$ cat src/rtl/pe_sched_ctrl.sv
// pe_sched_ctrl: row-pass sequencer for one PE; PE_SCHED_PERF_EN adds busy/stall perf counters
module pe_sched_ctrl #(
  parameter int CONFIG_BIT    = 5,
  parameter int PIPE_DEPTH    = 2,
  parameter int WIN_CNT_WIDTH = 5
) (
  input  logic                     clk,
  input  logic                     rstn,
  input  logic                     start,
  input  logic [CONFIG_BIT-1:0]    filter_size,
  input  logic [CONFIG_BIT-1:0]    ifmap_size,
  input  logic                     filter_ready,
  input  logic                     ifmap_valid,
  input  logic                     offset_co,
  input  logic                     psum_full,
  output logic                     pipe_en,
  output logic                     if_clear,
  output logic                     acc_clear,
  output logic                     psum_wr,
  output logic                     ifmap_pop,
  output logic                     busy,
  output logic                     done,
  output logic                     cfg_err,
`ifdef PE_SCHED_PERF_EN
  output logic [15:0]              perf_busy_cycles,
  output logic [15:0]              perf_stall_cycles,
`endif
  output logic [WIN_CNT_WIDTH-1:0] win_idx
);
  localparam int LW = WIN_CNT_WIDTH > CONFIG_BIT + 1 ? WIN_CNT_WIDTH : CONFIG_BIT + 1;
  typedef enum logic [2:0] {IDLE, LOAD_WAIT, COMPUTE, DRAIN, WRITE, FINISH} state_t;
  state_t state_q, state_d;
  logic [CONFIG_BIT-1:0] filt_q, filt_d, ifm_q, ifm_d;
  logic [WIN_CNT_WIDTH-1:0] win_q, win_d;
  logic [2:0] cnt_q, cnt_d;
  logic first_q, first_d;
  logic cfg_ok, last_win, ready;
  assign cfg_ok   = filter_size != '0 && ifmap_size >= filter_size;
  assign last_win = LW'(win_q) == LW'(ifm_q) - LW'(filt_q);
  assign ready    = filter_ready && ifmap_valid;
  // state and datapath registers
  always_ff @(posedge clk) begin
    if (rstn) begin
      state_q <= IDLE;
      filt_q  <= '0;
      ifm_q   <= '0;
      win_q   <= '0;
      cnt_q   <= '0;
      first_q <= 1'b0;
    end else begin
      state_q <= state_d;
      filt_q  <= filt_d;
      ifm_q   <= ifm_d;
      win_q   <= win_d;
      cnt_q   <= cnt_d;
      first_q <= first_d;
    end
  end
  // next state; first_d flags the tap-0 cycle of every window
  always_comb begin
    state_d = state_q;
    filt_d  = filt_q;
    ifm_d   = ifm_q;
    win_d   = win_q;
    cnt_d   = cnt_q;
    first_d = 1'b0;
    case (state_q)
      IDLE: if (start && cfg_ok) begin
        state_d = LOAD_WAIT;
        filt_d  = filter_size;
        ifm_d   = ifmap_size;
      end
      LOAD_WAIT: if (ready) begin
        state_d = COMPUTE;
        win_d   = '0;
        first_d = 1'b1;
      end
      COMPUTE: if (offset_co) begin
        state_d = DRAIN;
        cnt_d   = '0;
      end
      DRAIN: begin
        cnt_d   = cnt_q + 3'd1;
        state_d = cnt_q == 3'(PIPE_DEPTH - 1) ? WRITE : DRAIN;
      end
      WRITE: if (!psum_full) begin
        state_d = last_win ? FINISH : COMPUTE;
        win_d   = last_win ? win_q : win_q + 1'b1;
        first_d = !last_win;
      end
      default: state_d = IDLE;
    endcase
  end
  // outputs decoded from state plus the handshake inputs
  always_comb begin
    pipe_en   = state_q == COMPUTE;
    acc_clear = state_q == COMPUTE && first_q;
    if_clear  = state_q == LOAD_WAIT && ready;
    psum_wr   = state_q == WRITE && !psum_full;
    done      = state_q == FINISH;
    ifmap_pop = state_q == FINISH;
    busy      = state_q != IDLE;
    cfg_err   = state_q == IDLE && start && !cfg_ok;
    win_idx   = win_q;
  end
`ifdef PE_SCHED_PERF_EN
  logic [15:0] perf_busy_q, perf_stall_q;
  // saturating perf counters, cleared when a pass is accepted
  always_ff @(posedge clk) begin
    if (rstn || (state_q == IDLE && start && cfg_ok)) begin
      perf_busy_q  <= '0;
      perf_stall_q <= '0;
    end else begin
      perf_busy_q  <= busy && !(&perf_busy_q) ? perf_busy_q + 16'd1 : perf_busy_q;
      perf_stall_q <= state_q == WRITE && psum_full && !(&perf_stall_q) ? perf_stall_q + 16'd1 : perf_stall_q;
    end
  end
  assign perf_busy_cycles  = perf_busy_q;
  assign perf_stall_cycles = perf_stall_q;
`endif
endmodule

$ cat config.mk
export PLATFORM = sky130hd
export DESIGN_NAME = pe_sched_ctrl
export DESIGN_NICKNAME = d
export VERILOG_FILES = /design/src/rtl/pe_sched_ctrl.sv
export SDC_FILE = /design/constraint.sdc
export NUM_CORES = 1
export LEC_CHECK = 0
export CAP_MARGIN = 15
export CORE_ASPECT_RATIO = 1.25
export CORE_MARGIN = 1
export CORE_UTILIZATION = 51
export CTS_CLUSTER_SIZE = 20
export DETAILED_ROUTE_END_ITERATION = 7
export PLACE_DENSITY_LB_ADDON = 0.25
export SYNTH_ARGS = -nofsm -noshare
export SYNTH_HDL_FRONTEND = slang
export SYNTH_SLANG_ARGS = --single-unit
$ cat constraint.sdc
create_clock -name clk -period 2.72 [get_ports clk]
set_input_delay 0.544 -clock clk [delete_from_list [all_inputs] [get_ports clk]]
set_output_delay 0.544 -clock clk [all_outputs]
set_load 0.02 [all_outputs]
## Word-level counts from Yosys, hierarchy flattened

Index checks and enable logic that the tools add are counted.

| storage, ports and cells | value |
|---|---|
| flip-flop bits (word level) | 22 |
| input port bits | 17 |
| word-level logic and storage cells | 58 |

| cells by class | value |
|---|---|
| $add $sub $neg | 3 |
| order comparisons | 1 |
| equality and inequality tests | 12 |
| muxes and demuxes | 16 |
| reduce and logical (&&, ||, !) cells | 20 |

Operator list:

| cell | count |
|---|---|
| two-way mux 3 bit | 7 |
| two-way mux 5 bit | 3 |
| one-hot mux 3 bit (5 select lines) | 1 |
| != test 2 bit (second input constant) | 5 |
| one-hot mux 5 bit (2 select lines) | 1 |
| logical AND 1 bit | 8 |
| AND reduction 4 bit | 2 |
| == test 3 x 1 -> 1 bit (second input constant) | 2 |
| == test 3 x 2 -> 1 bit (second input constant) | 2 |
| == test 3 bit (second input constant) | 2 |
| == test 5 x 6 -> 1 bit | 1 |
| one-hot mux 3 bit (2 select lines) | 1 |
| subtractor 5 x 5 -> 6 bit | 1 |
| adder 5 x 1 -> 5 bit (second input constant) | 1 |
| >= comparator 5 bit | 1 |
| nonzero test 5 bit | 1 |
| AND reduction 2 bit | 2 |
| nonzero test 2 bit | 2 |
| adder 3 x 1 -> 3 bit (second input constant) | 1 |
| logical NOT 1 bit | 3 |
| logical NOT 3 bit | 1 |
| nonzero test 3 bit | 1 |
| two-way mux 1 bit | 2 |
| one-hot mux 1 bit (2 select lines) | 1 |

## Longest topological paths before layout

Gate-level depths: netlist of run 1.

| logic depth | value |
|---|---|
| depth after elaboration | 5 |
| depth in mapped cells | 9 |
| depth with buffers taken out | 8 |

## Worst setup path before layout of run 1

OpenSTA, ideal clock, no wires.

| timing | value |
|---|---|
| kind | input -> output |
| from | input filter_size[2] |
| to | output cfg_err |
| data arrival time | 1.690 ns |
| required time | 2.176 ns |
| slack | 0.486 ns |
| stages | 7 |
| cell sequence | inv_1 -> ha_1 -> a21oi_1 -> o21ai_1 -> a31oi_1 -> inv_1 -> a21oi_1 |

| on the way | value |
|---|---|
| cells in the longest elaborated chain, start to end | 4 |

RTL lines:

| element | RTL line | RTL |
|---|---|---|
| start: declaration | 10 | `input logic [CONFIG_BIT-1:0] filter_size,` |
| >= comparator 5 bit or nonzero test 5 bit (tied branches) | 38 | `assign cfg_ok = filter_size != '0 && ifmap_size >= filter_size;` |
| logical AND 1 bit (*) | 38 |  |
| logical NOT 1 bit (*) | 103 | `cfg_err = state_q == IDLE && start && !cfg_ok;` |
| logical AND 1 bit (*) | 103 |  |
| end: declaration | 23 | `output logic cfg_err,` |

Every way passes the cells marked *; elsewhere a longest branch is shown, timed or not.

## Worst setup path in the final report of run 1

| timing | value |
|---|---|
| from | input filter_size[4] |
| to | output cfg_err |

Same word-level chain as after synthesis.

==> flow_metrics.py, run 1 <==
metrics = {
    "place": {
        "dp_slack_ns": -0.571,
        "hpwl_mm": 2.60,
        "post_dp_cell_area_um2": 1900,
        "gp_congestion": 0.785,
        "port_buffers": 29,
    },
    "setup_path": {
        "r2r-end": "win_idx[1]",
        "worstPathArrival_ns": 2.12,
        "cp-end-kind": "output pin",
        "required_ns": 2.18,
        "path_class": "in -> out",
        "startpoint_type": "input port",
        "path_max_fanout": 2,
        "timing.rr.start": "filt_q[1]",
        "reg2regPathDepth": 8,
        "regToRegSetupSlack_ns": 0.41,
    },
    "outcome": {
        "outcome": "complete, no violations",
    },
    "global_routing": {
        "grt_usage": 0.229,
        "antenna_found_initial": 0,
        "grt-busiest-layer": "met2",
        "grt_pass1_wl_mm": 5.69,
        "grt_pass1_vias": 1454,
        "globalRouteMet2Util": 0.423,
        "grtUsageMet3": 0.0243,
        "met1_usage": 0.247,
        "gr-total-overflow": 0,
        "grt_max_degree": 18,
    },
    "finish": {
        "layout_commonest_cell": "clkdlybuf4s50_1",
        "fin_util": 0.715,
        "antennaDiodeCount": 0,
        "drive_gt1_frac": 0.140,
        "fin_area_um2": 1970,
        "final_cell_mix": "clkdlybuf4s50_1 (28), nor2_1 (22), dfxtp_1 (21), inv_1 (17), nand2_1 (14)",
        "area_delta_synth_final_pct": 29.9,
        "nets": 253,
    },
    "pwr": {
        "power_density_nw_per_um2": 521,
        "vdd.ir_drop.worst_mv": 0.319,
        "total_power_uw": 1030,
        "power.leakage_uw": 0.000762,
    },
    "sta": {
        "fmaxAchievable_mhz": 375,
        "rsz0062_at_grt": "false",
        "skew_ns": 0.00971,
        "setup_viol_count_final": 0,
        "hold_viol": 0,
        "fin_ws_ns": 0.0534,
        "finalMaxSlewViolations": 0,
        "worst_pin_slew_ns": 0.656,
        "period_share": 0.980,
        "hold_slack_ns": 0.511,
        "period_needed_ns": 2.67,
        "max_slew_margin": 0.562,
    },
    "hold_path": {
        "min_from": "cnt_q[0]",
        "holdPathStages": 2,
        "hold_class": "reg -> reg",
        "hold_end": "cnt_q[0]",
    },
    "clock_tree": {
        "cts_buffer_depth": 2,
        "htreeDepth": 1,
        "cts_tree": "done",
        "clk_pin_slew_ns": 0.11,
        "cts_buffers": 3,
        "clockRootBuffer": "clkbuf_4",
        "worstSkewPairLatency_ns": 0.31,
        "cts_num_sinks": 22,
        "holdBufCountCts": 0,
    },
    "floorplanning": {
        "core_um2": 2760,
        "die_area_um2": 3200,
        "initial_core_util": 0.551,
        "die_x_um": 50.8,
        "ios": 30,
        "rows": 21,
        "die_y_um": 63.0,
    },
    "flow_run": {
        "drv_cap": 0,
    },
    "synth": {
        "synth_top_area_share": 0.290,
        "synth-async-reset-ratio": 0,
        "yosysUniqueCellTypes": 44,
        "synth_area_leaders": "dfxtp_1 (29%), ha_1 (12%), mux2i_1 (8.6%), nor2_1 (5.4%), inv_1 (4.2%)",
        "syn_area_um2": 1520,
        "yosys_warnings": 0,
        "ys.flop_type": "dfxtp_1",
        "mappedNetlistNets": 215,
        "synth-seq-cells": 22,
        "netlist_instances": 184,
        "synth.largest_area_cell": "dfxtp_1",
        "syn_area_per_cell_um2": 8.26,
        "seq_area_frac_synth": 0.290,
        "synth-edff-count": 0,
    },
    "route": {
        "drt-initial-drc-count": 42,
        "remaining_drc_errors": 0,
        "first_pass_iters": 4,
        "viasPerCell": 5.65,
        "totalWireLength_mm": 3.31,
        "num_vias": 1442,
        "wire_per_inst_um": 13.0,
        "ant_nets": 0,
    },
}
[worst max-delay path, cell delays in order]
cell	delay (ns)
clkdlybuf4s50_1	0.48
inv_1	0.05
ha_1	0.31
a21o_1	0.19
a31oi_2	0.18
inv_1	0.08
a21oi_2	0.14
buf_4	0.15
[area by class of cell]
cell class	count	area (µm²)
repair buffers	40	370
inverters	17	63.8
multi-input cells	138	1020
clock buffers	4	36.3
well taps	34	42.5
flip-flops and latches	22	442
fillers	229	786
[what timing repair did]
item	4_1_cts	5_1_grt
gates cloned	0	0
gates resized for setup	6	6
setup buffers	1	0
hold endpoints to repair	0	0
pin swaps	1	2
setup endpoints to repair	1	2
[report_power, final]
part           internal [µW]  switching, µW  total [µW]
Sequential               348           28.2         377
Combinational            216            256         472
Clock                   81.6           97.9         180
[metrics by stage]
step,setup TNS [ns],instances
floorplan,0,184
global placement,-2.13,250
detailed placement,-3.07,250
CTS,0,255
global route,0,255
finish,0,255
[cell families (layout without fill, tap and decap cells)]
group | count (synthesis) | in the layout | share of synthesized area
AO/OA/AOI/OAI | 33 | 33 | 0.158
XOR/XNOR | 7 | 7 | 0.0404
adder cells (fa/ha/maj) | 14 | 14 | 0.115
buffers and inverters | 24 | 61 | 0.0659
flip-flops | 22 | 22 | 0.290
multiplexers | 13 | 13 | 0.0857
AND/OR/NAND/NOR | 71 | 71 | 0.245
[how the worst max path moves through the flow]
stage,start,depth (start not counted),slack [ns],end
6_report,filter_size[4],8,0.05,cfg_err
5_1_grt,filter_size[2],9,0.007,cfg_err
4_1_cts,filter_size[2],9,0.02,cfg_err
3_5_place_dp,filter_size[2],9,-0.57,cfg_err
3_3_place_gp,filter_size[2],9,-0.49,cfg_err
2_1_floorplan,filter_size[2],7,0.49,cfg_err
[metal layers]
metal	vias up	share of wire	routed length, µm
met5	-	0	0
met4	0	0.015	51
met3	6	0.036	119
met2	41	0.54	1780
met1	684	0.41	1360
li1	711	-	-
[cells in the mapped netlist, drive strengths merged (4+ instances only)]
cell,number
a211oi,4
clkbuf,4
a21oi,11
nand2b,5
mux2i,13
dfxtp,22
nand3,4
nor3b,4
nor3,5
nor2,22
inv,17
or3,4
nand2,14
xnor2,5
nor2b,4
o21ai,5
ha,14
[flip-flops by register name, indices dropped and copies added, names as in the netlist]
register	flops
filt_q	5
ifm_q	5
win_idx	5
cnt_q	3
state_q	3
first_q	1
Note: power is estimated with default switching activity, not from simulation.
==> run 2: changes to the inputs <==
MAX_ROUTING_LAYER = met4   (was not set)
==> results of run 2 <==
The final DEF is identical to that of run 1; final timing and power are the same.
Among the figures that moved: final weighted congestion in routability-driven placement 0.785 -> 0.796; via count of the first global-routing pass 1454 -> 1455; overall routing resource usage 0.229 -> 0.235
==> run 3: changes to the inputs <==
CAP_MARGIN = 40   (was 15)
CORE_ASPECT_RATIO = 2   (was 1.25)
CORE_UTILIZATION = 50   (was 51)
==> run 3 against run 2 <==
Non-clock buffer count rose by 7. Total power grew 4.2%. Die area rose by 2.3%. Sequential cell count stayed put. Combinational power up 6.6%. Clock skew shrank 0.0082 ns. Critical path type unchanged.
==> flow_metrics.py, run 3 (same netlist as run 1, synthesis figures left out) <==
metrics = {
    "clock_tree": {
        "cts_setup_buffers": 0,
        "clk_pin_slew_ns": 0.07,
        "htreeDepth": 1,
        "clockRootBuffer": "clkbuf_8",
        "cts_buffers": 3,
        "cts_num_sinks": 22,
        "worstSkewPairLatency_ns": 0.26,
        "cts_tree": "done",
        "cts_buffer_depth": 2,
        "holdBufCountCts": 0,
    },
    "floorplanning": {
        "rows": 28,
        "core_um2": 2910,
        "die_y_um": 79.9,
        "die_area_um2": 3280,
        "die_x_um": 41.0,
        "initial_core_util": 0.522,
        "ios": 30,
    },
    "setup_path": {
        "cp-end-kind": "output pin",
        "path_max_fanout": 2,
        "required_ns": 2.18,
        "crit_start": "filter_size[2]",
        "timing.rr.start": "filt_q[1]",
        "crit_path_top_delay_cell": "clkdlybuf4s50_1",
        "crit_path_end": "cfg_err",
        "cp_cell_sequence": "clkdlybuf4s50_1 > inv_1 > ha_4 > a21oi_2 > o21ai_1 > a31oi_1 > inv_1 > a21oi_2 > buf_4",
        "critPathTopFamily": "buffers and inverters",
        "worst-path-stages": 9,
        "path_class": "in -> out",
        "worstPathArrival_ns": 2.09,
        "reg2regPathDepth": 8,
        "cp_num_buf_inv": 4,
        "startpoint_type": "input port",
        "cpPeakStageDelay_ns": 0.48,
        "r2r-end": "win_idx[1]",
        "regToRegSetupSlack_ns": 0.29,
    },
    "hold_path": {
        "hold_class": "reg -> reg",
    },
    "route": {
        "totalWireLength_mm": 3.57,
        "wire_per_inst_um": 13.9,
        "ant_nets": 0,
        "drt-initial-drc-count": 17,
        "remaining_drc_errors": 0,
        "num_vias": 1462,
        "viasPerCell": 5.69,
        "first_pass_iters": 4,
    },
    "global_routing": {
        "grt_pass1_vias": 1390,
        "gr-total-overflow": 0,
        "grt_pass1_wl_mm": 5.70,
        "grt_usage": 0.251,
        "met1_usage": 0.231,
        "antenna_found_initial": 0,
        "grt_max_degree": 27,
        "grt-busiest-layer": "met2",
        "grtUsageMet3": 0.0167,
        "globalRouteMet2Util": 0.483,
    },
    "finish": {
        "final_cell_mix": "clkdlybuf4s50_1 (28), nor2_1 (22), dfxtp_1 (22), buf_4 (19), inv_1 (17)",
        "final_cells": 257,
        "layout_commonest_cell": "clkdlybuf4s50_1",
        "multi_input_area_um2": 1010,
        "nets": 260,
        "antennaDiodeCount": 0,
        "area_delta_synth_final_pct": 32.8,
        "drive_gt1_frac": 0.159,
        "fillers": 238,
        "area.sequential_um2": 440,
    },
    "place": {
        "port_buffers": 29,
        "gp_congestion": 0.844,
        "dp.cells": 254,
        "dp_slack_ns": -0.453,
        "hpwl_mm": 2.89,
    },
    "pwr": {
        "seqPwrFrac": 0.346,
        "power.share.clock": 0.184,
        "p_switching_uw": 393,
        "intPower_uw": 677,
        "power_density_nw_per_um2": 531,
        "power.leakage_uw": 0.000796,
        "comb_power_share": 0.470,
        "vdd.ir_drop.worst_mv": 0.402,
        "swShare": 0.367,
    },
    "sta": {
        "setup_viol_count_final": 0,
        "fmaxAchievable_mhz": 379,
        "finalMaxSlewViolations": 0,
        "worst_pin_slew_ns": 0.452,
        "period_needed_ns": 2.64,
        "max_slew_margin": 0.698,
        "skew_ns": 0.00149,
        "fin_ws_ns": 0.0816,
        "hold_viol": 0,
        "fin_tns_setup_ns": 0,
        "period_share": 0.970,
        "rsz0062_at_grt": "false",
    },
    "flow_run": {
        "drv_cap": 0,
    },
    "outcome": {
        "outcome": "complete, no violations",
    },
}
==> run 3: power groups by stage <==
stage	sequential, µW	combinational (µW)	clock (µW)
6_report	371	503	197
5_1_grt	374	543	218
2_1_floorplan	367	340	0
3_5_place_dp	377	491	0
3_3_place_gp	375	473	0
4_1_cts	369	492	202
==> run 3: per-stage QoR <==
step            util  total power (µW)  area [µm²]  hold WS (ns)
6_report       0.694              1070        2020         0.511
5_1_grt        0.694              1140        2020         0.540
4_1_cts        0.683              1060        1990         0.512
3_5_place_dp   0.671               868        1950         0.489
3_3_place_gp   0.671               848        1950         0.475
2_1_floorplan      -               707        1520         0.460
==> run 3: metal layers <==
layer	up-vias	part of all wire
met1	698	0.36
li1	726	-
met2	32	0.59
met5	-	0
met4	0	0.019
met3	6	0.023
==> run 3: cell type report <==
type                    count  area share
well taps                  30      0.0186
clock buffers               3      0.0205
inverters                  17      0.0316
repair buffers             47       0.210
multi-input cells         138       0.501
flip-flops and latches     22       0.218
==> run 3: repair_timing <==
item,4_1_cts,5_1_grt
resized for setup,4,6
endpoints found under the setup margin,1,2
pin swaps,1,2
==> run 3: worst min path at each step <==
stage                         start         to  slack, ns  depth (start not counted)
after floorplan           filt_q[1]  filt_q[1]       0.46                          2
after global placement    filt_q[1]  filt_q[1]       0.48                          2
after detailed placement  filt_q[1]  filt_q[1]       0.49                          2
after CTS                 filt_q[1]  filt_q[1]       0.51                          2
after global routing      filt_q[3]  filt_q[3]       0.54                          2
final                      cnt_q[0]   cnt_q[0]       0.51                          2
==> run 3: tightest hold or removal path: stages (launching register included) <==
cell and delay (ns):
dfxtp_1 0.34, nand3_1 0.07, a21oi_1 0.05
